$ cat src/rtl/muldiv_if.sv
// rtl/muldiv_if.sv - request, HI/LO write and result signals of the muldiv unit
interface muldiv_if;
  logic        start;
  logic [1:0]  op;
  logic [31:0] a;
  logic [31:0] b;
  logic        we_hi;
  logic        we_lo;
  logic [31:0] wd;
  logic        busy;
  logic        done;
  logic [31:0] hi;
  logic [31:0] lo;

  modport master (
    output start, op, a, b, we_hi, we_lo, wd,
    input  busy, done, hi, lo
  );

  modport slave (
    input  start, op, a, b, we_hi, we_lo, wd,
    output busy, done, hi, lo
  );
endinterface

$ cat src/rtl/muldiv.sv
// rtl/muldiv.sv - 32-bit iterative multiply/divide unit with HI/LO registers
// Divide support is built only when MULDIV_DIV_EN is defined.
module muldiv (
  input  logic    clk,
  input  logic    reset,
  muldiv_if.slave bus
);

  typedef enum logic [1:0] {
    IDLE = 2'd0,
    MUL  = 2'd1,
`ifdef MULDIV_DIV_EN
    DIV  = 2'd2,
`endif
    FIX  = 2'd3
  } state_t;

  state_t      state;
  logic        busy_q;
  logic        done_q;
  logic [31:0] hi_q;
  logic [31:0] lo_q;
  logic [4:0]  cnt;
  logic [31:0] rh;
  logic [31:0] rl;
  logic [31:0] mc;
  logic        neg_q;
`ifdef MULDIV_DIV_EN
  logic        neg_r;
  logic        op_div;
`endif

  logic        sa;
  logic        sb;
  logic        accept;
  logic [31:0] mag_a;
  logic [31:0] mag_b;
  logic [32:0] mul_sum;
  logic [63:0] prod_fix;

  assign sa    = bus.op[0] & bus.a[31];
  assign sb    = bus.op[0] & bus.b[31];
  assign mag_a = sa ? (~bus.a + 32'd1) : bus.a;
  assign mag_b = sb ? (~bus.b + 32'd1) : bus.b;

`ifdef MULDIV_DIV_EN
  assign accept = bus.start & ~busy_q;
`else
  assign accept = bus.start & ~busy_q & ~bus.op[1];
`endif

  // rh:rl is the running product; the multiplier is consumed from rl[0]
  assign mul_sum  = {1'b0, rh} + (rl[0] ? {1'b0, mc} : 33'd0);
  assign prod_fix = neg_q ? (~{rh, rl} + 64'd1) : {rh, rl};

`ifdef MULDIV_DIV_EN
  logic [32:0] rem_shift;
  logic        rem_ge;
  logic [31:0] q_fix;
  logic [31:0] r_fix;

  // rh holds the partial remainder, rl shifts dividend out and quotient in
  assign rem_shift = {rh, rl[31]};
  assign rem_ge    = rem_shift >= {1'b0, mc};
  assign q_fix     = neg_q ? (~rl + 32'd1) : rl;
  assign r_fix     = neg_r ? (~rh + 32'd1) : rh;
`endif

  always_ff @(posedge clk or negedge reset) begin
    if (!reset) begin
      state  <= IDLE;
      busy_q <= 1'b0;
      done_q <= 1'b0;
      hi_q   <= 32'd0;
      lo_q   <= 32'd0;
      cnt    <= 5'd0;
      rh     <= 32'd0;
      rl     <= 32'd0;
      mc     <= 32'd0;
      neg_q  <= 1'b0;
`ifdef MULDIV_DIV_EN
      neg_r  <= 1'b0;
      op_div <= 1'b0;
`endif
    end else begin
      done_q <= 1'b0;
      if (!busy_q) begin
        if (bus.we_hi) hi_q <= bus.wd;
        if (bus.we_lo) lo_q <= bus.wd;
      end
      case (state)
        IDLE: begin
          if (accept) begin
            busy_q <= 1'b1;
            cnt    <= 5'd0;
            rh     <= 32'd0;
`ifdef MULDIV_DIV_EN
            op_div <= bus.op[1];
            if (bus.op[1]) begin
              rl    <= mag_a;
              mc    <= mag_b;
              // a zero divisor must leave the all-ones quotient unsigned
              neg_q <= (sa ^ sb) & (|bus.b);
              neg_r <= sa;
              state <= DIV;
            end else begin
              rl    <= mag_b;
              mc    <= mag_a;
              neg_q <= sa ^ sb;
              neg_r <= 1'b0;
              state <= MUL;
            end
`else
            rl    <= mag_b;
            mc    <= mag_a;
            neg_q <= sa ^ sb;
            state <= MUL;
`endif
          end
        end
        MUL: begin
          rh  <= mul_sum[32:1];
          rl  <= {mul_sum[0], rl[31:1]};
          cnt <= cnt + 5'd1;
          if (cnt == 5'd31) state <= FIX;
        end
`ifdef MULDIV_DIV_EN
        DIV: begin
          rh  <= rem_ge ? (rem_shift[31:0] - mc) : rem_shift[31:0];
          rl  <= {rl[30:0], rem_ge};
          cnt <= cnt + 5'd1;
          if (cnt == 5'd31) state <= FIX;
        end
`endif
        FIX: begin
          state  <= IDLE;
          busy_q <= 1'b0;
          done_q <= 1'b1;
`ifdef MULDIV_DIV_EN
          if (op_div) begin
            hi_q <= r_fix;
            lo_q <= q_fix;
          end else begin
            {hi_q, lo_q} <= prod_fix;
          end
`else
          {hi_q, lo_q} <= prod_fix;
`endif
        end
        default: state <= IDLE;
      endcase
    end
  end

  assign bus.busy = busy_q;
  assign bus.done = done_q;
  assign bus.hi   = hi_q;
  assign bus.lo   = lo_q;

endmodule

$ cat src/flat_wrapper.sv
// flat-port wrapper written by rule: the top's interface ports become plain ports
module muldiv_flat 
  (clk, reset, bus_start, bus_op, bus_a, bus_b, bus_we_hi, bus_we_lo, bus_wd, bus_busy, bus_done, bus_hi, bus_lo);
  muldiv_if bus_i ();
  input  logic clk;
  input  logic reset;
  input wire logic [$bits(bus_i.start)-1:0] bus_start;
  input wire logic [$bits(bus_i.op)-1:0] bus_op;
  input wire logic [$bits(bus_i.a)-1:0] bus_a;
  input wire logic [$bits(bus_i.b)-1:0] bus_b;
  input wire logic [$bits(bus_i.we_hi)-1:0] bus_we_hi;
  input wire logic [$bits(bus_i.we_lo)-1:0] bus_we_lo;
  input wire logic [$bits(bus_i.wd)-1:0] bus_wd;
  output wire logic [$bits(bus_i.busy)-1:0] bus_busy;
  output wire logic [$bits(bus_i.done)-1:0] bus_done;
  output wire logic [$bits(bus_i.hi)-1:0] bus_hi;
  output wire logic [$bits(bus_i.lo)-1:0] bus_lo;
  assign bus_i.start = bus_start;
  assign bus_i.op = bus_op;
  assign bus_i.a = bus_a;
  assign bus_i.b = bus_b;
  assign bus_i.we_hi = bus_we_hi;
  assign bus_i.we_lo = bus_we_lo;
  assign bus_i.wd = bus_wd;
  assign bus_busy = bus_i.busy;
  assign bus_done = bus_i.done;
  assign bus_hi = bus_i.hi;
  assign bus_lo = bus_i.lo;
  muldiv u_core (.clk(clk), .reset(reset), .bus(bus_i));
endmodule
$ cat config.mk
export PLATFORM = sky130hd
export DESIGN_NAME = muldiv_flat
export DESIGN_NICKNAME = d
export VERILOG_FILES = /design/src/rtl/muldiv_if.sv /design/src/rtl/muldiv.sv /design/src/flat_wrapper.sv
export SDC_FILE = /design/constraint.sdc
export NUM_CORES = 1
export LEC_CHECK = 0
export ABC_CLOCK_PERIOD_IN_PS = 7900
export CORE_UTILIZATION = 60
export DETAILED_ROUTE_END_ITERATION = 6
export PLACE_DENSITY = 0.87
export SLEW_MARGIN = 0
export SYNTH_ARGS = -nofsm -noshare
export SYNTH_HDL_FRONTEND = slang
export SYNTH_SLANG_ARGS = --single-unit
$ cat constraint.sdc
create_clock -name clk -period 7.9 [get_ports clk]
set_clock_uncertainty 0.2 [all_clocks]
set_input_delay 1.185 -clock clk [delete_from_list [all_inputs] [get_ports clk]]
set_output_delay 1.185 -clock clk [all_outputs]
set_load 0.05 [all_outputs]
==> results.md, run 1 <==
* Cell area after layout at 13800 um2
* Number of filler cells placed in the layout at 1433
* Number of global-route vias before repair at 9949
* Gpl congestion at 0.965
* Synth Area in Compound Gates at 0.198
* Mapped Area at 11500 um2
* Pleak at 5.81 nW
* Width of the die at 140 um
* Max-cap violations at 0
* Syn Nets at 1488
* Post-route DRC at 0
* Root buffer cell: clkbuf_16
* Grt ovf at 0
* Max incr delay on CP at 1030 ps
* Worst R2R Path Depth at 10
* Die H at 140 um
* Clk sinks at 170
* ANT nets after route at 0
* ANT cells at 0
* Htree depth at 4
* Synth area leaders: dfrtp_1, o21ai_0, xnor2_1
* FF-to-FF End: u_core.rh[28]
* Largest family of logic cells by synthesized area: compound AO/OA/AOI/OAI gates
* Yosys top cell area share at 0.371
* Initial antenna violation count at 0
* Crit. End Element: flop
* Vias per cell at 6.17
* Post-layout util at 0.737
* Buf/Inv on CP at 0
* Largest net degree at the start of global routing at 98
* Tcrit/Tclk final at 0.548
* Max Freq at 0.231 GHz
* Fin crit period at 4330 ps
* Simple logic cell fraction of the synthesized area at 0.186
* Vias at 10600
* Crit Path Max Fanout at 36
* DP Cell Count at 1682
* Finish-stage setup viols at 0
* Critical path's slowest cell: a2111oi_0
* Share of layout cells above drive strength 1 at 0.0588
* Worst hold path depth at 2
* Final Routed Wirelength at 32200 um
* CTS tree: done
* Xor/xnor share of the synthesized area at 0.109
* Count of input and output buffers at 168
* R2r startpoint: u_core.rl[0]
* EDFF count, synth at 0
* Most used DFF post-synth: dfrtp_1
* P per Cell Area at 425 nW/um2
* Max rail drop VDD at 0.000217 V
* First-pass GRT wire length at 51200 um
* Slew headroom at 0.164
* CTS Hold Bufs at 0
* Io pins at 169
* Area Overhead vs Synth at 20.2%
* GRT Total Usage at 0.334
* Asr flop ratio synth at 1.00
* TritonRoute pass-1 iters at 5
* Worst skew pair latency at 440 ps
* Synth Instances at 1347
* TNS Setup at 0 ps
* Clock Tree Buf Depth at 2
* Gr busiest metal: met2
* # Post-CTS Setup Buffers at 0
* R2R Setup Slk at 3570 ps
* Syn_area_per_cell at 8.52 um2
* Min-delay src: u_core.mc[28]
* Number of buffers created by CTS at 17
* Kind of start point of the critical path: flop
* Slew @ Worst Pin at 1220 ps
* #FFs+latches synth at 170
* FP Rows at 50
* Met3 usage at 0.0513
* Multiplexer share of the synthesized area at 0.0599
* Crit path DAT at 4460 ps
* Detailed Route Iter0 Violations at 904
* Hpwl dp at 24100 um
* Worst EP required at 8020 ps
* Area after DPL at 13300 um2
* Final nets at 1608
* Yosys warnings at 0
* Post-synth cell types at 60
* Final slew viol count at 0
* Worst-path clk slew at 70 ps
* Die ar. at 19700 um2
* Crit path kind: flop to flop
* Hold Crit Endpoint: u_core.mc[28]
* Resized cells post-CTS at 0
* Adder-cell area share of the yosys netlist at 0.0421
* Starting Density at 0.613
* Final Hold Vio Count at 0
* Post-synth top area cell: dfrtp_1
* Sequential share of the synthesized area at 0.371
* Crit path max-delay family: compound AO/OA/AOI/OAI gates
* Unrepaired setup endpoints after global routing: false
* Core area at 18700 um2
* Non-filler cells, final at 1714
* Crit-path cells: and2_1 > ha_1 > nand3_1 > o211ai_1 > a31oi_1 > a21o_1 > a2111oi_0 > a31oi_1 > mux2i_1 > a221o_1
* Worst Hold Class: flop to flop
* DR WL/cell at 18.8 um
* Most frequent cell on the critical path: a31oi_1
* M2 GR Usage at 0.540
* Status: finished clean
* Routing usage on met1 at 0.452
==> worst reg2reg max path, stage by stage (launching register included) <==
cell and delay [ps]:
dfrtp_1 990, and2_1 260, ha_1 220, nand3_1 110, o211ai_1 290, a31oi_1 190, a21o_1 260, a2111oi_0 1030
a31oi_1 250, mux2i_1 170, a221o_1 260
==> how the worst max path moves through the flow <==
stage | start | to | slack, ps | cells after the start
after floorplan | bus_b[4] | u_core.rl[27] | 4370 | 8
after global placement | bus_b[4] | u_core.rl[27] | 3690 | 9
after detailed placement | bus_b[4] | u_core.rl[27] | 3590 | 9
after CTS | u_core.rl[0] | u_core.rh[28] | 3590 | 10
after global routing | u_core.rl[0] | u_core.rh[28] | 3420 | 11
final | u_core.rl[0] | u_core.rh[28] | 3570 | 10
==> kinds of logic after synthesis <==
logic type,count (synthesis)
AOI/OAI and AO/OA,383
xor gates and xnor gates,143
adders and majority gates,38
muxes,66
DFF,170
and+or+nand+nor,442
buffers and inverters,105
==> area by class of cell <==
type | instances | area, um2 | area share
Sequential cell | 170 | 4250 | 0.308
Tap cell | 234 | 293 | 0.0212
Timing Repair Buffer | 177 | 1750 | 0.127
Clock inverter | 13 | 96.3 | 0.00699
Multi-Input combinational cell | 1072 | 6850 | 0.496
Inverter | 29 | 109 | 0.00789
Clock buffer | 19 | 443 | 0.0321
==> cells in the mapped netlist (6+ instances only) <==
master / count
a22oi_1: 25
or2_2: 6
buf_1: 8
nor2_1: 62
dfrtp_1: 170
o41ai_1: 9
a21o_1: 10
or3_1: 20
nand2b_1: 15
nor4_1: 13
and2_1: 37
o31ai_1: 24
inv_1: 29
nand3_1: 20
ha_1: 37
nand4_1: 7
clkbuf_1: 68
mux2i_1: 45
or4_1: 11
a31oi_1: 10
nor3_1: 34
a21oi_1: 70
mux2_2: 21
xor2_1: 55
o21ai_1: 8
o21ai_0: 181
nor2b_1: 7
nand2_1: 187
xnor2_1: 88
==> where the power goes <==
part           internal [W]  switching (W)  leakage [nW]  total (W)
Sequential          0.00130       0.000485          2.06    0.00178
Clock              0.000412       0.000365         0.263   0.000776
Combinational       0.00129        0.00201          3.48    0.00330
Total               0.00300        0.00286          5.81    0.00586
==> state kept, by name, summed over array words and instances, names as in the netlist <==
name	flops
u_core.bus.hi	32
u_core.bus.lo	32
u_core.mc	32
u_core.rh	32
u_core.rl	32
u_core.cnt	5
u_core.state	2
u_core.bus.busy	1
u_core.bus.done	1
u_core.neg_q	1
==> per-layer routing <==
layer	vias up	part of all wire	routed length [um]
li1	5038	-	-
met1	5009	0.44	14100
met2	460	0.46	14700
met3	61	0.075	2420
met4	0	0.030	971
met5	-	0	0
==> layout by cell type (no fill, tap or decap), types with 4 or more instances in the layout <==
cell / instances
a21boi_0: 4
nand4_1: 7
o211ai_1: 4
buf_4: 9
o21ai_1: 8
o41ai_1: 9
clkbuf_16: 17
nand3_1: 20
nor2b_1: 6
nand3b_1: 4
clkdlybuf4s50_1: 167
o21ai_0: 181
nor3_1: 33
a22o_1: 4
and2_1: 37
a21oi_1: 70
o21ai_2: 4
o22ai_1: 4
or3_1: 19
and3_1: 5
or4_1: 11
ha_1: 37
nor4_1: 13
a31oi_1: 10
xor2_1: 55
o21a_1: 4
nand2_1: 187
mux2_2: 21
nand2b_1: 13
nor2_1: 62
xnor2_1: 88
inv_1: 28
clkinv_2: 4
or2_2: 6
o31ai_1: 24
a22oi_1: 25
mux2i_1: 45
a21o_1: 10
clkinv_4: 5
dfrtp_1: 170
==> through the flow <==
stage               worst slack, ps  power, W  hold WS [ps]
floorplan                      4370   0.00401           242
global placement               3690   0.00493           254
detailed placement             3590   0.00504           264
CTS                            3590   0.00582           280
global route                   3420   0.00621           304
finish                         3570   0.00586           275
No activity file was read; power rests on OpenSTA's default activity.
==> run 2, diff against run 1 <==
--- a/config.mk
+++ b/config.mk
@@ -5,10 +5,10 @@
 export SDC_FILE = /design/constraint.sdc
 export NUM_CORES = 1
 export LEC_CHECK = 0
-export ABC_CLOCK_PERIOD_IN_PS = 7900
-export CORE_UTILIZATION = 60
+export ABC_CLOCK_PERIOD_IN_PS = 3600
+export CORE_UTILIZATION = 50
 export DETAILED_ROUTE_END_ITERATION = 6
-export PLACE_DENSITY = 0.87
+export PLACE_DENSITY = 0.77
 export SLEW_MARGIN = 0
 export SYNTH_ARGS = -nofsm -noshare
 export SYNTH_HDL_FRONTEND = slang
==> constraint.sdc (replaced) <==
create_clock -name clk -period 3.6 [get_ports clk]
set_clock_uncertainty 0.2 [all_clocks]
set_input_delay 0.54 -clock clk [delete_from_list [all_inputs] [get_ports clk]]
set_output_delay 0.54 -clock clk [all_outputs]
set_load 0.05 [all_outputs]
==> run 2 against run 1 <==
Largest power group unchanged. Non-clock buffer count increased by 41. Critical path type unchanged. Global-route usage shrank 4.7 points. Sequential power grew 110%. Hold slack improved by 3.1 ps. Register-to-register slack worse by 3300 ps. Clock-buffer cell count decreased by 2. Cell count up 5.4%.
==> results.md, run 2 (synthesized netlist as in run 1, its figures left out) <==
* Slew headroom at 0.364 (+0.200)
* Final Hold Vio Count at 0 (unchanged)
* ANT nets after route at 0 (unchanged)
* Vias per cell at 5.85 (-5.1%)
* Crit-path cells: buf_4 > and2_1 > ha_1 > a21oi_1 > o21ai_0 > a221oi_1 > nor3b_2 > a2111oi_2 > buf_4 > a31oi_1 > mux2i_1 > a221o_1
* Detailed Route Iter0 Violations at 727 (-20%)
* Count of input and output buffers at 168 (unchanged)
* Worst Hold Class: flop to flop
* Commonest non-fill, non-tap cell in the layout: nand2_1
* Crit. End Element: flop
* ANT cells at 0 (unchanged)
* Max-cap violations at 0 (unchanged)
* DR WL/cell at 18.1 um (-3.7%)
* Max rail drop VDD at 0.000500 V (+130%)
* TNS Setup at 0 ps (unchanged)
* Critical path's slowest cell: dfrtp_1
* Int Power at 0.00695 W (+130%)
* Width of the die at 153 um (+9.4%)
* Pre-CTS WS at 120 ps (-3470 ps)
* Kind of start point of the critical path: flop
* Gpl congestion at 0.967 (+0.21%)
* First-pass GRT wire length at 53400 um (+4.3%)
* Final nets at 1649 (+2.5%)
* Non-filler cells, final at 1806 (+5.4%)
* Flop pwr share at 0.286 (-0.019)
* Root buffer cell: clkbuf_16
* Area Overhead vs Synth at 24.3%
* Vias at 10600 (-0.047%)
* Final Routed Wirelength at 32700 um (+1.4%)
* Most frequent cell on the critical path: buf_4
* Hpwl dp at 25100 um (+4.1%)
* Clock Tree Buf Depth at 2 (unchanged)
* Number of global-route vias before repair at 10300 (+3.3%)
* Worst-path clk slew at 70 ps (about the same)
* CTS tree: done
* Number of buffers created by CTS at 17 (unchanged)
* Pleak at 6.06 nW (+4.3%)
* FP Rows at 55 (+10%)
* Clk sinks at 170 (unchanged)
* Io pins at 169 (unchanged)
* Starting Density at 0.508 (-0.105)
* Logic pwr share at 0.572 (+0.009)
* Share of layout cells above drive strength 1 at 0.0855 (+0.0267)
* TritonRoute pass-1 iters at 5 (unchanged)
* Post-route DRC at 0 (unchanged)
* Crit path DAT at 3440 ps (-1020 ps)
* Initial antenna violation count at 0 (unchanged)
* Final slew viol count at 0 (unchanged)
* Die ar. at 23600 um2 (+20%)
* Commonest cells after routing, fill and taps aside: nand2_1, o21ai_0, dfrtp_1
* Crit Path Max Fanout at 15 (-58%)
* Die H at 153 um (+9.4%)
* Slew @ Worst Pin at 954 ps (-269 ps)
* Status: finished clean
* Core area at 22600 um2 (+21%)
* Max Freq at 0.301 GHz (+30%)
* Largest net degree at the start of global routing at 77 (-21%)
* Crit path kind: flop to flop
* P per Cell Area at 933 nW/um2 (+120%)
* Sw power at 0.00635 W (+120%)
* Tcrit/Tclk final at 0.923 (+0.374)
* DP Cell Count at 1773 (+5.4%)
* Setup ws final at 278 ps (-3290 ps)
* Fin crit period at 3320 ps (-1010 ps)
* Worst EP required at 3720 ps (-4300 ps)
* Unrepaired setup endpoints after global routing: false
* Max incr delay on CP at 410 ps (-620 ps)
* Worst skew pair latency at 430 ps (about the same)
* Grt ovf at 0 (unchanged)
* Htree depth at 4 (unchanged)
* GRT Total Usage at 0.286 (-0.0472)
* Finish-stage setup viols at 0 (unchanged)
* Clock Power Share at 0.142 (+0.009)
* Switching share of power at 0.477 (-0.0106)
-- run 2: changes by cell type in the layout (fill, tap and decap cells not counted), moves of 2 or more --
cell	change
clkinv_2	-2
inv_8	+3
clkinv_4	-5
inv_6	+5
buf_4	+37
buf_12	+3
bufinv_16	+2
-- run 2: worst max-delay path, delay by kind of cell, from the launching register on --
family,cells,cell delay [ps]
muxes,1,110
buffers and inverters,2,340
AOI/OAI and AO/OA,6,1410
DFF,1,410
and+or+nand+nor,2,430
adders and majority gates,1,290
-- run 2: worst paths after layout --
kind	from	endpoint	slack, ps	cells past startpoint
max	u_core.rl[0]	u_core.rh[28]	280	12
min	u_core.mc[2]	u_core.mc[2]	280	2
max reg2reg	u_core.rl[0]	u_core.rh[28]	280	12
min reg2reg	u_core.mc[2]	u_core.mc[2]	280	2
max in group asynchronous	reset	u_core.mc[3]	1800	3
min in group asynchronous	reset	u_core.bus.hi[21]	480	2
-- run 2: per-layer routing --
metal / global-route usage / share of wire / vias up
met5: 0 / 0 / -
met4: 0.0967 / 0.022 / 0
met3: 0.0420 / 0.061 / 52
met2: 0.457 / 0.46 / 436
met1: 0.398 / 0.46 / 4965
li1: - / - / 5110
-- run 2: power groups by stage --
stage / Combinational, W / Clock, W / Sequential (W)
6_report: 0.00761 / 0.00189 / 0.00381
2_1_floorplan: 0.00396 / 0 / 0.00484
3_5_place_dp: 0.00753 / 0 / 0.00381
3_3_place_gp: 0.00739 / 0 / 0.00376
4_1_cts: 0.00758 / 0.00192 / 0.00378
5_1_grt: 0.00828 / 0.00199 / 0.00392
-- run 2: cell type report --
type,count,area (um2)
repair buffers,218,2100
well taps,285,357
fillers,1917,8310
clock inverters,15,173
flip-flops and latches,170,4250
inverters,29,109
multi-input cells,1072,6850
clock buffers,17,425
-- run 2: stage by stage --
step / hold slack (ps) / area [um2] / total power [W] / util
global route: 302 / 14300 / 0.0142 / 0.632
finish: 278 / 14300 / 0.0133 / 0.632
detailed placement: 265 / 13600 / 0.0113 / 0.605
floorplan: 44.4 / 11500 / 0.00880 / -
global placement: 255 / 13600 / 0.0111 / 0.605
CTS: 280 / 14300 / 0.0133 / 0.632
-- run 2: repair_timing --
action,4_1_cts,5_1_grt
setup endpoints to repair,0,2
endpoints found under the hold margin,74,0
hold buffers,1,0
gates resized for setup,0,3
buffers inserted,0,0
==> run 3, diff against run 2 <==
--- a/config.mk
+++ b/config.mk
@@ -9,7 +9,7 @@
 export CORE_UTILIZATION = 50
 export DETAILED_ROUTE_END_ITERATION = 6
 export PLACE_DENSITY = 0.77
-export SLEW_MARGIN = 0
+export SLEW_MARGIN = 20
 export SYNTH_ARGS = -nofsm -noshare
 export SYNTH_HDL_FRONTEND = slang
 export SYNTH_SLANG_ARGS = --single-unit
==> results of run 3 <==
Final layout, timing and power as in run 2 (identical DEF).
